$ cat src/rtl/apb_regfile.sv
// APB4 slave register file: REGWN byte-strobed RW control registers, REGRN RO status
// registers, programmable wait states and PSLVERR on RO writes and unmapped accesses.
module apb_regfile #(
  parameter int AWIDTH           = 4,
  parameter int DWIDTH           = 32,
  parameter int REGWN            = 5,
  parameter int REGRN            = 3,
  parameter int REGR_ADDR_OFFSET = 8,
  parameter int WAIT_STATES      = 0,
  parameter logic [DWIDTH-1:0] RESET_VAL = {DWIDTH{1'b0}}
) (
  input  logic                    PCLK,
  input  logic                    PRESET,
  input  logic                    PSEL,
  input  logic                    PENABLE,
  input  logic                    PWRITE,
  input  logic [AWIDTH-1:0]       PADDR,
  input  logic [DWIDTH-1:0]       PWDATA,
  input  logic [DWIDTH/8-1:0]     PSTRB,
  output logic [DWIDTH-1:0]       PRDATA,
  output logic                    PREADY,
  output logic                    PSLVERR,
  output logic [REGWN*DWIDTH-1:0] regw_q,
  input  logic [REGRN*DWIDTH-1:0] regr_d,
  output logic [REGWN-1:0]        wr_pulse
);

  localparam int NBYTES = DWIDTH / 8;

  typedef enum logic [1:0] {
    IDLE = 2'd0,
    WAIT = 2'd1,
    DONE = 2'd2
  } state_t;

  state_t                state_r;
  state_t                state_s;
  logic [3:0]            cnt_r;
  logic [3:0]            cnt_s;
  logic [DWIDTH-1:0]     regw_r [REGWN];
  logic [DWIDTH-1:0]     prdata_r;
  logic [DWIDTH-1:0]     prdata_s;
  logic                  pready_r;
  logic                  pready_s;
  logic                  pslverr_r;
  logic                  pslverr_s;
  logic [REGWN-1:0]      wr_pulse_r;
  logic [REGWN-1:0]      wr_pulse_s;
  logic [31:0]           addr_ext_s;
  logic                  rw_hit_s;
  logic                  ro_hit_s;
  logic                  we_s;
  logic [DWIDTH-1:0]     rd_data_s;

  // Address decode; the gap between the RW and RO windows decodes as unmapped.
  always_comb begin
    addr_ext_s = 32'(PADDR);
    rw_hit_s   = (addr_ext_s < 32'(REGWN));
    ro_hit_s   = (addr_ext_s >= 32'(REGR_ADDR_OFFSET)) &&
                 (addr_ext_s < 32'(REGR_ADDR_OFFSET + REGRN));
  end

  // Transfer FSM next-state and wait counter.
  always_comb begin
    state_s = state_r;
    cnt_s   = cnt_r;
    case (state_r)
      IDLE: begin
        if (PSEL && !PENABLE) begin
          cnt_s   = 4'(WAIT_STATES);
          state_s = (WAIT_STATES == 0) ? DONE : WAIT;
        end else begin
          state_s = IDLE;
        end
      end
      WAIT: begin
        if (!PSEL) begin
          state_s = IDLE;
        end else if (PENABLE) begin
          cnt_s = cnt_r - 4'd1;
          if (cnt_r <= 4'd1) begin
            state_s = DONE;
          end else begin
            state_s = WAIT;
          end
        end else begin
          state_s = WAIT;
        end
      end
      DONE: begin
        state_s = IDLE;
      end
      default: begin
        state_s = IDLE;
        cnt_s   = 4'd0;
      end
    endcase
  end

  // Read mux as an AND-OR tree over both register windows.
  always_comb begin
    rd_data_s = {DWIDTH{1'b0}};
    for (int i = 0; i < REGWN; i++) begin
      rd_data_s = rd_data_s | ({DWIDTH{addr_ext_s == 32'(i)}} & regw_r[i]);
    end
    for (int j = 0; j < REGRN; j++) begin
      rd_data_s = rd_data_s |
                  ({DWIDTH{addr_ext_s == 32'(REGR_ADDR_OFFSET + j)}} & regr_d[j*DWIDTH +: DWIDTH]);
    end
  end

  // Response values captured on the edge entering DONE; write commit on the edge leaving it.
  always_comb begin
    pready_s   = (state_s == DONE);
    prdata_s   = (pready_s && !PWRITE) ? rd_data_s : {DWIDTH{1'b0}};
    pslverr_s  = pready_s && (PWRITE ? !rw_hit_s : !(rw_hit_s || ro_hit_s));
    we_s       = (state_r == DONE) && PSEL && PENABLE && PWRITE && rw_hit_s;
    wr_pulse_s = {REGWN{1'b0}};
    for (int i = 0; i < REGWN; i++) begin
      wr_pulse_s[i] = we_s && (addr_ext_s == 32'(i)) && (|PSTRB);
    end
  end

  // FSM state, counter and registered APB response.
  always_ff @(posedge PCLK) begin
    if (PRESET) begin
      state_r    <= IDLE;
      cnt_r      <= 4'd0;
      prdata_r   <= {DWIDTH{1'b0}};
      pready_r   <= 1'b0;
      pslverr_r  <= 1'b0;
      wr_pulse_r <= {REGWN{1'b0}};
    end else begin
      state_r    <= state_s;
      cnt_r      <= cnt_s;
      prdata_r   <= prdata_s;
      pready_r   <= pready_s;
      pslverr_r  <= pslverr_s;
      wr_pulse_r <= wr_pulse_s;
    end
  end

  // RW register array with per-byte write enables; reset drops a coincident write.
  always_ff @(posedge PCLK) begin
    if (PRESET) begin
      for (int i = 0; i < REGWN; i++) begin
        regw_r[i] <= RESET_VAL;
      end
    end else begin
      for (int i = 0; i < REGWN; i++) begin
        for (int k = 0; k < NBYTES; k++) begin
          if (we_s && (addr_ext_s == 32'(i)) && PSTRB[k]) begin
            regw_r[i][8*k +: 8] <= PWDATA[8*k +: 8];
          end
        end
      end
    end
  end

  for (genvar g = 0; g < REGWN; g++) begin : g_regw_q
    assign regw_q[g*DWIDTH +: DWIDTH] = regw_r[g];
  end

  assign PRDATA   = prdata_r;
  assign PREADY   = pready_r;
  assign PSLVERR  = pslverr_r;
  assign wr_pulse = wr_pulse_r;

endmodule
$ cat config.mk
export PLATFORM = sky130hd
export DESIGN_NAME = apb_regfile
export DESIGN_NICKNAME = d
export VERILOG_FILES = /design/src/rtl/apb_regfile.sv
export SDC_FILE = /design/constraint.sdc
export NUM_CORES = 1
export LEC_CHECK = 0
export CORE_ASPECT_RATIO = 0.5
export CORE_MARGIN = 5
export CORE_UTILIZATION = 43
export DETAILED_ROUTE_END_ITERATION = 12
export GPL_ROUTABILITY_DRIVEN = 0
export PLACE_DENSITY = 0.8
export SKIP_LAST_GASP = 1
export SLEW_MARGIN = 20
export SYNTH_ARGS = -nofsm -noshare
export SYNTH_HDL_FRONTEND = slang
export SYNTH_SLANG_ARGS = --single-unit
$ cat constraint.sdc
create_clock -name PCLK -period 2.7 [get_ports PCLK]
set_clock_uncertainty 0.1 [all_clocks]
set_input_delay 0.27 -clock PCLK [delete_from_list [all_inputs] [get_ports PCLK]]
set_output_delay 0.27 -clock PCLK [all_outputs]
set_load 0.005 [all_outputs]
## After elaboration in Yosys (flattened, before gate mapping)

Memories as Yosys holds them, arrays and structs flattened.
Cells that the tools add are included.

- Multipliers: 0
- Bitwise logic cells: 37
- Reductions and logical operators: 48
- Div/mod/pow operators: 0
- Shift-type cells: 0
- $add $sub $neg: 1
- Order comparisons: 4
- Eq/ne operators: 13
- Mux-type cells: 92

Operators by type and width:

| kind | count |
|---|---|
| $and 32x32->32 | 8 |
| $or 32x32->32 | 7 |
| $mux 8 | 20 |
| $mux 1 | 63 |
| $logic_and 1x1->1 | 38 |
| $logic_not 32->1 | 1 |
| $or 1x1->1 | 20 |
| $eq 4x4->1 const B | 3 |
| $mux 4 | 3 |
| $pmux 4 s3 | 1 |
| $eq 4x2->1 const B | 2 |
| $mux 2 | 4 |
| $ne 2x2->1 const B | 3 |
| $eq 2x2->1 const B | 2 |
| $eq 4x1->1 const B | 1 |
| $eq 4x3->1 const B | 1 |
| $ge 4x4->1 const B | 1 |
| $le 4x1->1 const B | 1 |
| $logic_not 1->1 | 4 |
| $lt 4x3->1 const B | 1 |
| $lt 4x4->1 const B | 1 |
| $pmux 2 s2 | 1 |
| $reduce_and 4->1 | 1 |
| $reduce_or 4->1 | 1 |
| other kinds (6) | 7 |

- Word-level logic and storage cells: 202
- Output and inout port bits: 199
- RAM bits: 160
- ROM bits: 0
- Register bits: 45
- Latch bits: 0
- Bits of input ports: 141
- Memories: 1

Memory list:

| memory | depth | width | read ports | clocked after Yosys merged registers in | wr ports | RTL line | text |
|---|---|---|---|---|---|---|---|
| regw_r | 5 | 32 | 5 | 0 | 5 | 40 | `logic [DWIDTH-1:0] regw_r [REGWN];` |

## Logic depth before layout (Yosys ltp)

- Word-level depth: 11
- Gate-level depth with buffers: 7
- Depth with buffers taken out: 6

## Least setup slack after synthesis

OpenSTA, ideal clock, no wires.

- Path type: flip-flop to flip-flop
- From: reg state_r[1]
- To: mem regw_r[3][24] (enable)
- Arrival: 1.751 ns
- Path buffers: 3
- Period minus slack after synthesis: 2.226 ns
- Library setup time: 0.375 ns
- Stages on the path, launching flop included: 8
- Path slack: 0.474 ns
- Required time: 2.225 ns
- Cells stage by stage: dfxtp_1 > clkbuf_1 > nand4b_1 > nor2_1 > buf_2 > clkbuf_1 > nand3_1 > o21bai_1

RTL lines:

| element | RTL line | text |
|---|---|---|
| start, declared | 36 | `state_t state_r;` |
| start signal, assigned | 134 | `state_r <= state_s;` |
| end, declared | 40 |  |

## Worst setup path in the final report

- From: in PADDR[3]
- To: reg prdata_r[3], in the netlist PRDATA[3]

- Cells in the longest elaborated chain, start to end: 9
- Elaborated cells between the ends (all ways): 23
- Those cells by class: 7 x eq/ne; 15 x bitwise; 1 x reduce/logical

Ends and longest elaborated chain:

| element | RTL line | text |
|---|---|---|
| start, declared | 17 | `input logic [AWIDTH-1:0] PADDR,` |
| $logic_not 32->1 / $eq 4x1->1 (equally long branches) | 104 | `rd_data_s = rd_data_s \| ({DWIDTH{addr_ext_s == 32'(i)}} & regw_r[i]);` |
| $and 32x32->32 | 104 |  |
| $or 32x32->32 (4 in a row) | 104 |  |
| $or 32x32->32 (2 in a row) | 107 | `rd_data_s = rd_data_s \|` |
| $or 32x32->32 (*) | 107 |  |
| end signal, assigned | 129 | `prdata_r <= {DWIDTH{1'b0}};` |
| end signal, assigned | 136 | `prdata_r <= prdata_s;` |
| end, declared | 41 | `logic [DWIDTH-1:0] prdata_r;` |

Every way passes the cells marked *; elsewhere a longest branch is shown, timed or not.
A chain may end at the register's enable or synchronous reset.

==> summary.txt <==
Floorplanning
  – Core region area: 18,600 µm²
  – Die area: 22,100 µm²
  – Initial core utilization: 44.1%
  – Die Ht: 108 µm
  – Number of top-level pins: 340
  – DIE WIDTH: 205 µm
  – Number of placement rows: 35

Clocking
  – Root buffer cell: sky130_fd_sc_hd__clkbuf_16
  – H-tree Lvls: 1
  – Buffer count from post-CTS setup fixing: 0
  – Number of buffers inserted during clock tree synthesis: 19
  – Later-pin clock latency in the skew report: 0.48 ns
  – Post-CTS resize count: 0
  – Hold buffer count at cts: 0
  – Clock tree from TritonCTS: done
  – Worst-case clock buffer depth: 3
  – Clock-pin slew reported for the worst setup and hold paths after clock tree synthesis: 0.06 ns
  – Sinks on Clock Net: 205

Placement
  – Post-detail-place hpwl: 21,600 µm
  – Quantity of I/O buffers inserted on ports: 339
  – Number of placed instances with taps included: 1,142

Synth
  – Syn Area/Cell: 14.9 µm²
  – Number of enable-type register cells in the synthesized netlist: 160
  – Mapped Cells: 551
  – Number of warnings printed during yosys synthesis: 0
  – Post-synth design cell area: 8200 µm²
  – Number of unique standard cell types used by synthesis: 44
  – Cell accounting for the most synthesized area: sky130_fd_sc_hd__edfxtp_1
  – Sequential share of the synthesized area: 69.6%
  – Post-Synthesis Net Count: 694
  – FFs w/ async S/R, synth: 0%
  – Area share of the largest cell type after synthesis: 58.6%
  – Synth area leaders: sky130_fd_sc_hd__edfxtp_1, sky130_fd_sc_hd__dfxtp_1, sky130_fd_sc_hd__a222oi_1
  – Most used flip-flop cell after synthesis: sky130_fd_sc_hd__edfxtp_1
  – Seq cells post-synth: 205

Global route
  – Global route overflow: 0
  – Antenna violations before repair: 1
  – Pin count of the biggest net entering global routing: 38
  – Wire length of the first global-routing pass: 43,600 µm
  – GRT Total Usage: 26.1%
  – Via count of the first global-routing pass: 7,112

Setup path
  – Data arrival time of the critical path: 2.62 ns
  – Cell type group with the largest total delay on the critical path: simple AND/OR/NAND/NOR gates
  – CP Capture Type: flip-flop
  – Buf+Inv Stages, Crit Path: 2
  – Cell with the largest stage delay on the worst path: sky130_fd_sc_hd__and4bb_2
  – Required arrival time at the worst endpoint: 2.99 ns
  – Internal reg-to-reg setup slack: 0.53 ns
  – Launch point of the worst reg-to-reg path: state_r[1]$_SDFF_PP0_
  – Worst R2R Path Depth: 6
  – Max stage delay on crit path: 0.93 ns
  – Crit path cell chain: clkdlybuf4s50_1, buf_4, and4bb_2, a222oi_1, a31oi_1
  – Crit Path Class: primary input to flip-flop
  – Peak fanout along the critical path: 32
  – Worst reg2reg endpoint: regw_r[3][16]$_DFFE_PP_
  – Startpoint kind of the worst setup timing path: primary input

Worst hold path
  – Cell depth of the worst min-delay path: 2
  – End of the worst hold path: regw_r[4][26]$_DFFE_PP_
  – Worst min-delay path category: primary input to flip-flop
  – Beginning of the worst hold path: PWDATA[26]

Power and ir drop
  – Power density over cell area: 541 nW/µm²
  – Worst VDD drop: 0.000265 V
  – Leak: 4.52 nW
  – Overall power: 0.00684 W

Timing
  – Final count of hold timing violations: 0
  – Final worst path period share: 86.1%
  – Worst Max-Slew Pin Slew: 1.03 ns
  – Unrepaired setup endpoints after global routing: no
  – Maximum frequency from static timing analysis: 430 MHz
  – Final critical-path required period: 2.32 ns
  – Final setup violating endpoints: 0
  – Tightest slew margin relative to the limit: 31.3%
  – Number of slew-limit violations in the final report: 0

Final layout
  – Filler-free cell count of the finished design: 1,176
  – Fin nets: 1,047
  – Fraction of final layout cells sized beyond drive strength 1: 11.4%
  – Top library cells by usage in the layout, fill and taps aside: sky130_fd_sc_hd__clkdlybuf4s50_1, sky130_fd_sc_hd__edfxtp_1, sky130_fd_sc_hd__a222oi_1, sky130_fd_sc_hd__buf_4, sky130_fd_sc_hd__dfxtp_1
  – Most frequent standard cell in the layout excluding fill and tap cells: sky130_fd_sc_hd__clkdlybuf4s50_1
  – Layout-stage area growth over the synthesis result: 54.3%

Route
  – Number of nets still failing antenna checks after routing: 0
  – DRC violation count after routing: 0
  – Final WL: 30,100 µm
  – Initial DRT Pass Iterations: 9
  – Routed length per placed instance: 25.6 µm
  – Starting DRC count in detailed routing: 924
  – Vias per Instance: 5.97
  – Vias: 7,022

Outcome
  – Result of the run: completed

Run
  – # Max-Cap Violations: 0
-- power breakdown --
| part | switching, W | leakage [nW] | internal, W |
|---|---|---|---|
| Clock | 0.00113 | 0.288 | 0.00148 |
| Sequential | 0.0000575 | 2.03 | 0.00348 |
| Combinational | 0.000287 | 2.20 | 0.000411 |
| Total | 0.00148 | 4.52 | 0.00537 |
-- per-stage QoR --
| step | worst slack, ns | cell area [µm²] | hold WS [ns] | util [%] | TNS, ns |
|---|---|---|---|---|---|
| 2_1_floorplan | 0.474 | 8200 | 0.348 | - | 0 |
| 3_3_place_gp | -0.0352 | 12100 | 0.360 | 64.9 | -0.210 |
| 3_5_place_dp | -0.0449 | 12100 | 0.381 | 64.9 | -0.771 |
| 4_1_cts | 0.460 | 12600 | 0.351 | 68.1 | 0 |
| 5_1_grt | 0.299 | 12600 | 0.370 | 68.1 | 0 |
| 6_report | 0.376 | 12600 | 0.366 | 68.1 | 0 |
-- final cells by class --
cell class                      instances  area, µm²
Fill cell                            1329       5920
Sequential cell                       205       5710
Timing Repair Buffer                  388       3790
Multi-Input combinational cell        284       2210
Clock buffer                           22        487
Tap cell                              259        324
Clock inverter                         11        103
Inverter                                6       22.5
Antenna cell                            1       2.50
-- worst max-delay path by stage --
| stage | from | to | slack [ns] | cells after the start |
|---|---|---|---|---|
| after floorplan | state_r[1]$_SDFF_PP0_ | regw_r[3][24]$_DFFE_PP_ | 0.47 | 7 |
| after global placement | PADDR[3] | regw_r[3][22]$_DFFE_PP_ | -0.04 | 7 |
| after detailed placement | PADDR[3] | regw_r[0][20]$_DFFE_PP_ | -0.04 | 6 |
| after CTS | PADDR[3] | regw_r[3][16]$_DFFE_PP_ | 0.46 | 7 |
| after global routing | PADDR[3] | regw_r[0][18]$_DFFE_PP_ | 0.30 | 6 |
| final | PADDR[3] | PRDATA[3]$_SDFF_PP0_ | 0.38 | 5 |
-- cell usage after synthesis, types with 5 or more instances --
cell type and n:
sky130_fd_sc_hd__a21oi_1 9, sky130_fd_sc_hd__a222oi_1 65, sky130_fd_sc_hd__a22oi_1 33, sky130_fd_sc_hd__a31o_2 11, sky130_fd_sc_hd__a31oi_1 32, sky130_fd_sc_hd__and2_1 25, sky130_fd_sc_hd__and3_1 39, sky130_fd_sc_hd__buf_2 12
sky130_fd_sc_hd__buf_4 7, sky130_fd_sc_hd__buf_6 6, sky130_fd_sc_hd__clkbuf_1 30, sky130_fd_sc_hd__dfxtp_1 45, sky130_fd_sc_hd__edfxtp_1 160, sky130_fd_sc_hd__inv_1 6, sky130_fd_sc_hd__nand2_1 5, sky130_fd_sc_hd__nand3_1 7
sky130_fd_sc_hd__nor2_1 7, sky130_fd_sc_hd__nor3_1 5, sky130_fd_sc_hd__o21bai_1 8
-- layer usage --
| layer | track usage [%] | share of wire (%) | up-vias |
|---|---|---|---|
| li1 | - | - | 3031 |
| met1 | 34.3 | 38 | 3489 |
| met2 | 44.1 | 49 | 435 |
| met3 | 5.12 | 9.7 | 67 |
| met4 | 8.36 | 3.1 | 0 |
| met5 | 0 | 0 | - |
-- registers in the layout (all words and copies together) (netlist names) --
name,cells
regw_r,160
cnt_r,4
PREADY,1
PRDATA,32
wr_pulse,5
state_r,2
PSLVERR,1
-- kinds of logic after synthesis --
family                     count (synthesis)  synth area share [%]
DFF                                      205                  69.6
AOI/OAI and AO/OA                        166                  16.8
and+or+nand+nor                          114                  9.08
buffers and inverters                     62                  3.91
muxes                                      2                 0.260
adders and majority gates                  2                 0.305
Note: power is estimated with default switching activity, not from simulation.
